`config.mk`:
```
export PLATFORM = sky130hd
export DESIGN_NAME = iob_reg_file_arb
export DESIGN_NICKNAME = d
export VERILOG_FILES = /design/src/rtl/iob_reg_file_arb_pkg.sv /design/src/rtl/iob_rr_arbiter.sv /design/src/rtl/iob_reg_file_arb.sv
export SDC_FILE = /design/constraint.sdc
export NUM_CORES = 1
export LEC_CHECK = 0
export BUFFER_PORTS_ARGS = -buffer_cell sky130_fd_sc_hd__buf_2
export CAP_MARGIN = 0
export CELL_PAD_IN_SITES_DETAIL_PLACEMENT = 0
export CELL_PAD_IN_SITES_GLOBAL_PLACEMENT = 1
export CORE_ASPECT_RATIO = 1.25
export CORE_MARGIN = 2
export CORE_UTILIZATION = 24
export DETAILED_ROUTE_END_ITERATION = 8
export PLACE_DENSITY = 0.82
export SYNTH_ARGS = -nofsm -noshare
export SYNTH_HDL_FRONTEND = slang
export SYNTH_SLANG_ARGS = --single-unit
export TNS_END_PERCENT = 5
```
`constraint.sdc`:
```
create_clock -name clk -period 4.9 [get_ports clk]
set_input_delay 1.47 -clock clk [delete_from_list [all_inputs] [get_ports clk]]
set_output_delay 1.47 -clock clk [all_outputs]
set_load 0.01 [all_outputs]
```
`src/rtl/iob_reg_file_arb_pkg.sv`:
```
// Shared FSM encodings and sizing helpers for the iob_reg_file round-robin arbiter.
package iob_reg_file_arb_pkg;

  localparam logic [1:0] StInit  = 2'd0;
  localparam logic [1:0] StRun   = 2'd1;
  localparam logic [1:0] StDrain = 2'd2;
  localparam logic [1:0] StClear = 2'd3;

  function automatic int unsigned ptr_width(input int unsigned n);
    return (n > 1) ? $clog2(n) : 1;
  endfunction

endpackage

```
`src/rtl/iob_rr_arbiter.sv`:
```
// One-hot grant from a request vector, searching upward from ptr with wrap.
// IOB_REG_FILE_ARB_PRIO_EN selects fixed lowest-index priority instead.
module iob_rr_arbiter #(
  parameter int unsigned N_REQ = 2,
  parameter int unsigned PTR_W = 1
) (
  input  logic [N_REQ-1:0] req,
  input  logic [PTR_W-1:0] ptr,
  output logic [N_REQ-1:0] gnt,
  output logic [PTR_W-1:0] gnt_idx
);

  int unsigned cand;
  logic        found;

  always_comb begin
    gnt     = '0;
    gnt_idx = '0;
    found   = 1'b0;
    cand    = 0;
    for (int unsigned i = 0; i < N_REQ; i++) begin
`ifdef IOB_REG_FILE_ARB_PRIO_EN
      cand = i;
`else
      cand = (int'(ptr) + i) % N_REQ;
`endif
      if (!found && req[cand]) begin
        found     = 1'b1;
        gnt[cand] = 1'b1;
        gnt_idx   = PTR_W'(cand);
      end
    end
  end

`ifdef IOB_REG_FILE_ARB_PRIO_EN
  logic unused_ptr;
  assign unused_ptr = ^ptr;
`endif

endmodule

```
`src/rtl/iob_reg_file_arb.sv`:
```
// Shares one iob_reg_file port among N_REQ requesters and sequences whole-file clears.
// Define IOB_REG_FILE_ARB_PRIO_EN for fixed lowest-index priority instead of round-robin.
module iob_reg_file_arb
  import iob_reg_file_arb_pkg::*;
#(
  parameter int unsigned N_REQ      = 2,
  parameter int unsigned NUM_COL    = 2,
  parameter int unsigned COL_WIDTH  = 4,
  parameter int unsigned ADDR_WIDTH = 4,
  parameter int unsigned DATA_WIDTH = NUM_COL * COL_WIDTH
) (
  input  logic                        clk,
  input  logic                        rst,
  input  logic [N_REQ-1:0]            req_valid,
  input  logic [N_REQ*ADDR_WIDTH-1:0] req_addr,
  input  logic [N_REQ*DATA_WIDTH-1:0] req_wdata,
  input  logic [N_REQ*NUM_COL-1:0]    req_wstrb,
  output logic [N_REQ-1:0]            req_ready,
  output logic [N_REQ-1:0]            rsp_valid,
  output logic [DATA_WIDTH-1:0]       rsp_rdata,
  input  logic                        clr_req,
  output logic                        clr_done,
  output logic                        rf_rst,
  output logic [ADDR_WIDTH-1:0]       rf_addr,
  output logic [DATA_WIDTH-1:0]       rf_wdata,
  output logic [NUM_COL-1:0]          rf_en,
  input  logic [DATA_WIDTH-1:0]       rf_rdata
);

  localparam int unsigned PtrW = ptr_width(N_REQ);

  logic [1:0]            state_q, state_d;
  logic [PtrW-1:0]       ptr_q, ptr_d, gnt_idx;
  logic [N_REQ-1:0]      arb_req, gnt, rsp_q;
  logic [ADDR_WIDTH-1:0] addr_q;
  logic                  accept;

  // A pending clear outranks any request in the same cycle.
  assign arb_req = (rst && state_q == StRun && !clr_req) ? req_valid : '0;

  iob_rr_arbiter #(
    .N_REQ (N_REQ),
    .PTR_W (PtrW)
  ) u_arb (
    .req     (arb_req),
    .ptr     (ptr_q),
    .gnt     (gnt),
    .gnt_idx (gnt_idx)
  );

  assign accept    = |gnt;
  assign req_ready = gnt;

  always_comb begin
    rf_addr  = rst ? addr_q : '0;
    rf_wdata = '0;
    rf_en    = '0;
    if (accept) begin
      rf_addr  = req_addr[gnt_idx*ADDR_WIDTH +: ADDR_WIDTH];
      rf_wdata = req_wdata[gnt_idx*DATA_WIDTH +: DATA_WIDTH];
      rf_en    = req_wstrb[gnt_idx*NUM_COL +: NUM_COL];
    end
  end

  always_comb begin
    state_d = state_q;
    ptr_d   = ptr_q;
    unique case (state_q)
      StInit:  state_d = StRun;
      StRun: begin
        if (clr_req) begin
          state_d = StDrain;
        end else if (accept) begin
`ifndef IOB_REG_FILE_ARB_PRIO_EN
          ptr_d = (gnt_idx == PtrW'(N_REQ - 1)) ? '0 : gnt_idx + 1'b1;
`endif
        end
      end
      StDrain: if (rsp_q == '0) state_d = StClear;
      StClear: state_d = StRun;
      default: state_d = StInit;
    endcase
  end

  always_ff @(posedge clk) begin
    if (!rst) begin
      state_q <= StInit;
      ptr_q   <= '0;
      rsp_q   <= '0;
      addr_q  <= '0;
    end else begin
      state_q <= state_d;
      ptr_q   <= ptr_d;
      rsp_q   <= gnt;
      if (accept) addr_q <= rf_addr;
    end
  end

  // Outputs are forced to their reset values while rst is low, dropping any in-flight response.
  assign rsp_valid = rst ? rsp_q : '0;
  assign rsp_rdata = (rst && |rsp_q) ? rf_rdata : '0;
  assign clr_done  = rst && (state_q == StClear);
  assign rf_rst    = !rst || (state_q == StInit) || (state_q == StClear);

endmodule

```
==> results.sh, run 1 <==
export IMPL_r2r_setup_slack_ns=3.32
export IMPL_syn_mean_instance_area_sq_um=8.00
export IMPL_synth_compound_area_frac=0.124
export IMPL_grt_pass1_vias=813
export IMPL_fillers=325
export IMPL_viasPerCell=4.26
export IMPL_fin_nets=202
export IMPL_cts_setup_buffers=0
export IMPL_grt_first_pass_wirelength_um=3170
export IMPL_ys_warn_count=0
export IMPL_clkTransAtPathRegs_ns=0.06
export IMPL_cts_hold_buf=0
export IMPL_diodes=0
export IMPL_syn_num_nets=133
export IMPL_synthSimpleGateAreaFrac=0.274
export IMPL_max_stage_delay_ns=0.32
export IMPL_firstDrtPassIters=4
export IMPL_grt_util_met3=0.0138
export IMPL_start_util=0.246
export IMPL_critPathKind="in -> out"
export IMPL_place_ws_ns=0.671
export IMPL_wl_um=1860
export IMPL_p_leak_uw=0.000699
export IMPL_reg2reg_from="state_q[1]"
export IMPL_numCtsBuffers=3
export IMPL_ioPinCount=69
export IMPL_die_w_um=52.5
export IMPL_ant_nets=0
export IMPL_outcome="finished clean"
export IMPL_dp_final_hpwl_um=1670
export IMPL_critPathMostFrequentCell="buf_2"
export IMPL_hp_start="addr_q[3]"
export IMPL_cts_repair_resized=0
export IMPL_setup_viol=0
export IMPL_drt_iter0_drc=6
export IMPL_synth_cell_type_count=23
export IMPL_ys_ff_latch=9
export IMPL_use_met1=0.118
export IMPL_cp_arrival_ns=2.74
export IMPL_synth_area_sq_um=704
export IMPL_final_setup_worst_slack_ns=0.691
export IMPL_busiest_layer="met2"
export IMPL_worstPathRequired_ns=3.43
export IMPL_gp_congestion=0.689
export IMPL_antenna_found_initial=0
export IMPL_die_h_um=64.6
export IMPL_end_kind="output port"
export IMPL_maxCapViolCount=0
export IMPL_grt_use_met2=0.227
export IMPL_start_kind="primary input"
export IMPL_cts_sinks=9
export IMPL_whs_endpoint="addr_q[3]"
export IMPL_r2r_cells=6
export IMPL_rows=22
export IMPL_grt_max_degree=24
export IMPL_drv_slew=0
export IMPL_cp_max_fo=13
export IMPL_worstPathCellList="buf_2 > and3b_2 > nand3_2 > mux2i_1 > nor2_1 > buf_2"
export IMPL_syn2layout_area_growth_pct=54.9
export IMPL_post_route_period_util=0.859
export IMPL_synthXorXnorAreaFrac=0
export IMPL_fmax_mhz=238
export IMPL_synthAdderAreaFrac=0.0710
export IMPL_core_sq_um=2860
export IMPL_worst_pin_slew_ns=0.807
export IMPL_vias=817
export IMPL_final_common_cell="buf_2"
export IMPL_crit_family="simple AND/OR/NAND/NOR gates"
export IMPL_rsz0062_at_grt="false"
export IMPL_slew_headroom=0.462
export IMPL_powerDensity_nw_per_um2=185
export IMPL_holdPathStages=2
export IMPL_layout_common_cells="68 x buf_2, 15 x mux2i_1, 12 x and2_1, 11 x nor2_1"
export IMPL_ys_seq_area_frac=0.256
export IMPL_cp_slowest_cell="nand3_2"
export IMPL_cts_root_buffer="clkbuf_4"
export IMPL_clk_insertion_delay_late_ns=0.26
export IMPL_cts_tree="built"
export IMPL_layout_drive_gt1_share=0.487
export IMPL_dieArea_sq_um=3390
export IMPL_overflow=0
export IMPL_synthMuxAreaShare=0.213
export IMPL_ir_drop_mv=0.0707
export IMPL_hold_path_class="reg -> reg"
export IMPL_syn_inst=88
export IMPL_multiInputGateArea_sq_um=480
export IMPL_cts_buffer_depth=2
export IMPL_track_usage=0.119
export IMPL_timing_setup_tns_ns=0
export IMPL_synth_top_family_by_area="simple AND/OR/NAND/NOR gates"
export IMPL_htreeDepth=1
export IMPL_skew_ns=0.00440
export IMPL_drc=0
export IMPL_post_route_min_period_ns=4.21
export IMPL_seq_area_sq_um=180
export IMPL_io_buffers=68
export IMPL_r2r_end="addr_q[2]"
export IMPL_wl_per_cell_um=9.69
export IMPL_path_buf_inv=2
export IMPL_hold_viol_final=0
## where the power goes
part / total, uW / leakage [uW] / internal (uW) / switching (uW)
Clock: 55.8 / 0.0000150 / 31.3 / 24.5
Combinational: 63.0 / 0.000611 / 32.1 / 30.9
Sequential: 82.7 / 0.0000735 / 79.0 / 3.78
Total: 202 / 0.000699 / 142 / 59.2
## layout make-up
class,instances,area share
repair buffers,68,0.312
well taps,36,0.0413
multi-input cells,70,0.440
clock buffers,4,0.0241
flip-flops and latches,9,0.165
inverters,5,0.0172
## registers in the layout, summed over array words and instances, names as in the netlist
name / flops
state_q: 2
rsp_q: 2
ptr_q: 1
addr_q: 4
## cell usage after synthesis
master | count | share of area
nand2b_1 | 1 | 0.0089
buf_6 | 1 | 0.016
nand3_1 | 4 | 0.028
and3_1 | 2 | 0.018
inv_2 | 2 | 0.011
inv_1 | 3 | 0.016
dfxtp_1 | 9 | 0.26
and2_1 | 12 | 0.11
o21ai_0 | 1 | 0.0071
and3b_2 | 1 | 0.014
nor2b_1 | 1 | 0.0089
mux2i_1 | 15 | 0.21
buf_2 | 2 | 0.014
nand3_2 | 1 | 0.014
clkbuf_1 | 1 | 0.0053
a31o_1 | 1 | 0.012
a21oi_1 | 1 | 0.0071
nor2_1 | 11 | 0.059
o21a_1 | 2 | 0.021
o21ai_1 | 9 | 0.064
nand2_1 | 3 | 0.016
ha_1 | 4 | 0.071
o21ai_2 | 1 | 0.012
## stage by stage
step / cells / total power (uW) / instance area (sq um) / utilization / hold slack [ns]
2_1_floorplan: 88 / 120 / 704 / - / 0.447
3_3_place_gp: 188 / 147 / 1060 / 0.372 / 0.461
3_5_place_dp: 188 / 149 / 1060 / 0.372 / 0.470
4_1_cts: 192 / 206 / 1090 / 0.381 / 0.478
5_1_grt: 192 / 218 / 1090 / 0.381 / 0.513
6_report: 192 / 202 / 1090 / 0.381 / 0.476
## metal layers
layer  part of all wire  up-vias
li1                   -      432
met4                  0        0
met5                  0        -
met3              0.094        0
met2               0.56       42
met1               0.35      343
## worst register-to-register path: stages (launching register included)
cell     delay, ns
dfxtp_1       0.38
inv_1         0.08
ha_1          0.19
and3b_2       0.25
o21ai_2       0.32
nand3_1       0.19
o21ai_1       0.11
## kinds of logic (layout without fill, tap and decap cells)
group,after synthesis,in the layout
compound gates,15,15
fa+ha+maj,4,4
buf+inv,9,77
flops,9,9
mux,15,15
simple gates,36,36
## worst max-delay path by stage
stage	start	end	slack, ns	cells after the start
finish	rst	rf_wdata[7]	0.69	6
detailed placement	rst	rf_wdata[7]	0.67	6
floorplan	clr_req	rf_en[0]	1.15	5
global placement	rst	rf_wdata[6]	0.71	6
global route	rst	rf_wdata[1]	0.54	6
CTS	rst	rf_wdata[7]	0.67	6
(Power assumes the default switching activity.)
==> run 2: changes to the inputs <==
CORE_ASPECT_RATIO = 2   (was 1.25)
==> run 2 against run 1 <==
- clock skew down 0.0039 ns
- clock power up 53%
- sequential share of layout area down 0.15 points
- core utilization up 1.6 points
- cell area up 0.92%
- critical path type unchanged
- largest cell class unchanged
- largest power group is now clock
==> results.sh, run 2 (same netlist as run 1, synthesis figures left out) <==
export IMPL_ioPinCount=69
export IMPL_regMostFlops="addr_q"
export IMPL_vias=848
export IMPL_cts_sinks=9
export IMPL_post_route_period_util=0.859
export IMPL_cp_arrival_ns=2.74
export IMPL_track_usage=0.121
export IMPL_start_kind="primary input"
export IMPL_htreeDepth=1
export IMPL_clkPwrFrac=0.364
export IMPL_die_h_um=80.6
export IMPL_cts_tree="built"
export IMPL_viasPerCell=4.58
export IMPL_ant_nets=0
export IMPL_multiInputGateArea_sq_um=480
export IMPL_fin_nets=202
export IMPL_gp_congestion=0.734
export IMPL_design_area_sq_um=1100
export IMPL_drt_iter0_drc=12
export IMPL_layout_drive_gt1_share=0.487
export IMPL_firstDrtPassIters=4
export IMPL_rows=27
export IMPL_hold_path_class="reg -> reg"
export IMPL_overflow=0
export IMPL_cts_buffer_depth=2
export IMPL_clkTransAtPathRegs_ns=0.04
export IMPL_wl_per_cell_um=10.7
export IMPL_cp_max_fo=13
export IMPL_cts_setup_buffers=0
export IMPL_maxCapViolCount=0
export IMPL_skew_ns=0.000476
export IMPL_numCtsBuffers=3
export IMPL_dieArea_sq_um=3410
export IMPL_cts_repair_resized=0
export IMPL_core_sq_um=2770
export IMPL_fmax_mhz=237
export IMPL_dp_cells=181
export IMPL_grt_first_pass_wirelength_um=3280
export IMPL_drv_slew=0
export IMPL_p_leak_uw=0.000707
export IMPL_post_route_min_period_ns=4.21
export IMPL_grt_pass1_vias=805
export IMPL_rsz0062_at_grt="false"
export IMPL_combPwrFrac=0.280
export IMPL_end_kind="output port"
export IMPL_reg_top3="addr_q x4, rsp_q x2, state_q x2"
export IMPL_layout_common_cells="68 x buf_2, 15 x mux2i_1, 12 x and2_1, 11 x nor2_1"
export IMPL_cts_hold_buf=0
export IMPL_intPower_uw=169
export IMPL_syn2layout_area_growth_pct=56.3
export IMPL_ir_drop_mv=0.0800
export IMPL_drc=0
export IMPL_hold_viol_final=0
export IMPL_seq_power_share=0.356
export IMPL_start_util=0.254
export IMPL_timing_setup_tns_ns=0
export IMPL_worst_pin_slew_ns=0.848
export IMPL_critPathKind="in -> out"
export IMPL_fin_util=0.397
export IMPL_clk_insertion_delay_late_ns=0.23
export IMPL_place_area_sq_um=1060
export IMPL_cts_root_buffer="clkbuf_8"
export IMPL_io_buffers=68
export IMPL_switching_share=0.280
export IMPL_hold_slack_ns=0.473
export IMPL_dp_final_hpwl_um=1690
export IMPL_fillers=305
export IMPL_wl_um=1970
export IMPL_grt_max_degree=24
export IMPL_diodes=0
export IMPL_seq_area_sq_um=180
export IMPL_worstPathRequired_ns=3.43
export IMPL_outcome="finished clean"
export IMPL_die_w_um=42.3
export IMPL_largest_register_ffs=4
export IMPL_antenna_found_initial=0
export IMPL_final_common_cell="buf_2"
export IMPL_powerDensity_nw_per_um2=213
export IMPL_fin_cells=185
export IMPL_p_sw_uw=65.5
export IMPL_setup_viol=0
export IMPL_slew_headroom=0.434
run 2: cell counts in the layout (fill, tap and decap cells not counted):
Identical to the previous run, type by type.
run 2: critical path: stages:
cell and delay (ns):
buf_2 0.20, and3b_2 0.26, nand3_2 0.32, mux2i_1 0.26, nor2_1 0.05, buf_2 0.17
run 2: cell type report:
type	count	area share
Inverter	5	0.0170
Sequential cell	9	0.164
Clock buffer	4	0.0409
Multi-Input combinational cell	70	0.436
Tap cell	29	0.0330
Timing Repair Buffer	68	0.309
run 2: path summary, 6_finish.rpt:
| path | end | from | slack [ns] | depth (start not counted) |
|---|---|---|---|---|
| max | rf_wdata[2] | rst | 0.69 | 6 |
| min | addr_q[3] | addr_q[3] | 0.47 | 2 |
| max reg2reg | addr_q[1] | state_q[1] | 3.28 | 6 |
| min reg2reg | addr_q[3] | addr_q[3] | 0.47 | 2 |
run 2: per-stage QoR:
step           setup slack (ns)  total power [uW]
2_1_floorplan              1.15               120
3_3_place_gp              0.692               148
3_5_place_dp              0.640               150
4_1_cts                   0.643               238
5_1_grt                   0.470               250
6_report                  0.689               234
run 2: metal layers:
layer | wire [um] | part of all wire | global-route usage
met1 | 658 | 0.33 | 0.115
met2 | 1020 | 0.52 | 0.234
met3 | 243 | 0.12 | 0.0270
met4 | 49 | 0.025 | 0.0594
met5 | 0 | 0 | 0
run 2: power groups by stage:
| stage | sequential [uW] | combinational (uW) | clock (uW) |
|---|---|---|---|
| 6_report | 83.3 | 65.6 | 85.3 |
| 2_1_floorplan | 83.4 | 36.7 | 0 |
| 4_1_cts | 83.3 | 66.5 | 87.7 |
| 5_1_grt | 84.1 | 74.0 | 91.7 |
| 3_5_place_dp | 84.5 | 65.7 | 0 |
| 3_3_place_gp | 84.1 | 63.8 | 0 |
==> run 3: changes to the inputs <==
CORE_UTILIZATION = 22   (was 24)
PLACE_DENSITY = 0.76   (was 0.82)
TNS_END_PERCENT = 50   (was 5)
clock period = 4.6 ns   (was 4.9 ns; I/O delays follow)
==> run 3 against run 2 <==
- count of clock-buffer cells in the layout stayed put
- clock skew is 0.0038 ns higher
- sequential share of layout area hardly changed
- non-clock buffer count stayed put
- final cell count is 1.1% higher
- largest cell class unchanged
- largest power group unchanged
==> results.sh, run 3 (same netlist as run 1, synthesis figures left out) <==
export IMPL_cts_setup_buffers=0
export IMPL_rsz0062_at_grt="false"
export IMPL_syn2layout_area_growth_pct=56.7
export IMPL_die_h_um=84.0
export IMPL_setup_viol=0
export IMPL_post_route_period_util=0.877
export IMPL_layout_common_cells="68 x buf_2, 15 x mux2i_1, 12 x and2_1, 11 x nor2_1"
export IMPL_fin_cells=187
export IMPL_switching_share=0.276
export IMPL_r2r_end="addr_q[3]"
export IMPL_dp_final_hpwl_um=1820
export IMPL_overflow=0
export IMPL_ioPinCount=69
export IMPL_antenna_found_initial=0
export IMPL_ir_drop_mv=0.107
export IMPL_largest_register_ffs=4
export IMPL_ant_nets=0
export IMPL_cts_buffer_depth=2
export IMPL_diodes=0
export IMPL_r2r_setup_slack_ns=3.01
export IMPL_vias=868
export IMPL_cts_repair_resized=0
export IMPL_reg_top3="addr_q x4, rsp_q x2, state_q x2"
export IMPL_track_usage=0.127
export IMPL_critPathKind="in -> out"
export IMPL_combPwrFrac=0.276
export IMPL_cts_tree="built"
export IMPL_wl_per_cell_um=11.1
export IMPL_hold_path_class="reg -> reg"
export IMPL_slew_headroom=0.453
export IMPL_clkPwrFrac=0.366
export IMPL_grt_first_pass_wirelength_um=3550
export IMPL_maxCapViolCount=0
export IMPL_fin_nets=202
export IMPL_regMostFlops="addr_q"
export IMPL_hp_start="addr_q[1]"
export IMPL_wl_um=2070
export IMPL_worstPathRequired_ns=3.22
export IMPL_cts_hold_buf=0
export IMPL_viasPerCell=4.64
export IMPL_whs_endpoint="addr_q[1]"
export IMPL_design_area_sq_um=1100
export IMPL_drc=0
export IMPL_clk_insertion_delay_late_ns=0.23
export IMPL_core_sq_um=3120
export IMPL_skew_ns=0.00423
export IMPL_hold_slack_ns=0.476
export IMPL_layout_drive_gt1_share=0.487
export IMPL_cp_max_fo=13
export IMPL_clkTransAtPathRegs_ns=0.04
export IMPL_start_kind="primary input"
export IMPL_timing_setup_tns_ns=0
export IMPL_final_common_cell="buf_2"
export IMPL_hold_viol_final=0
export IMPL_die_w_um=44.0
export IMPL_drt_iter0_drc=12
export IMPL_seq_power_share=0.357
export IMPL_cts_root_buffer="clkbuf_8"
export IMPL_numCtsBuffers=3
export IMPL_p_sw_uw=68.4
export IMPL_rows=29
export IMPL_gp_congestion=0.718
export IMPL_holdPathStages=2
export IMPL_grt_pass1_vias=925
export IMPL_io_buffers=68
export IMPL_fin_util=0.354
export IMPL_dieArea_sq_um=3700
export IMPL_post_route_min_period_ns=4.03
export IMPL_outcome="finished clean"
export IMPL_fmax_mhz=248
export IMPL_end_kind="output port"
export IMPL_start_util=0.226
export IMPL_worst_pin_slew_ns=0.820
export IMPL_grt_max_degree=24
export IMPL_powerDensity_nw_per_um2=224
export IMPL_intPower_uw=179
export IMPL_cts_sinks=9
export IMPL_dp_cells=183
export IMPL_place_area_sq_um=1060
export IMPL_cp_arrival_ns=2.65
export IMPL_p_leak_uw=0.000707
export IMPL_r2r_cells=6
export IMPL_reg2reg_from="state_q[1]"
export IMPL_htreeDepth=1
export IMPL_firstDrtPassIters=4
export IMPL_drv_slew=0
## run 3: worst max-delay path by stage
| stage | depth (start not counted) | start | slack (ns) | end |
|---|---|---|---|---|
| CTS | 6 | rst | 0.54 | rf_wdata[3] |
| floorplan | 5 | clr_req | 1.03 | rf_en[0] |
| detailed placement | 6 | rst | 0.54 | rf_wdata[3] |
| global route | 6 | rst | 0.37 | rf_wdata[3] |
| global placement | 6 | rst | 0.59 | rf_wdata[5] |
| finish | 6 | rst | 0.57 | rf_wdata[3] |
## run 3: final cells by class
type | count | area, sq um
clock buffer | 4 | 45.0
multi-input combinational | 70 | 480
inverter | 5 | 18.8
tap | 31 | 38.8
timing repair buffer | 68 | 340
sequential | 9 | 180
fill | 344 | 2020
## run 3: worst max-delay path, cell delays in order
cell	delay, ns
buf_2	0.20
and3b_2	0.26
nand3_2	0.32
mux2i_1	0.26
nor2_1	0.05
buf_2	0.17
## run 3: per-layer routing
layer  up-vias  share of wire  wire, um  global-route usage
met2        50           0.57      1190               0.235
li1        432              -         -                   -
met3         6          0.072       148              0.0195
met5         -              0         0                   0
met1       380           0.32       663               0.109
met4         0          0.034        70              0.0964
## run 3: power groups by stage
stage	clock network, uW	registers (uW)	logic [uW]
3_3_place_gp	0	89.6	67.6
5_1_grt	102	89.6	78.4
3_5_place_dp	0	90.1	69.9
4_1_cts	94.3	88.8	70.1
2_1_floorplan	0	88.8	39.0
6_report	90.7	88.5	68.4
## run 3: metrics by stage
stage | setup slack [ns] | power [uW]
after floorplan | 1.03 | 128
after global placement | 0.589 | 157
after detailed placement | 0.541 | 160
after CTS | 0.543 | 253
after global routing | 0.374 | 270
final | 0.567 | 248
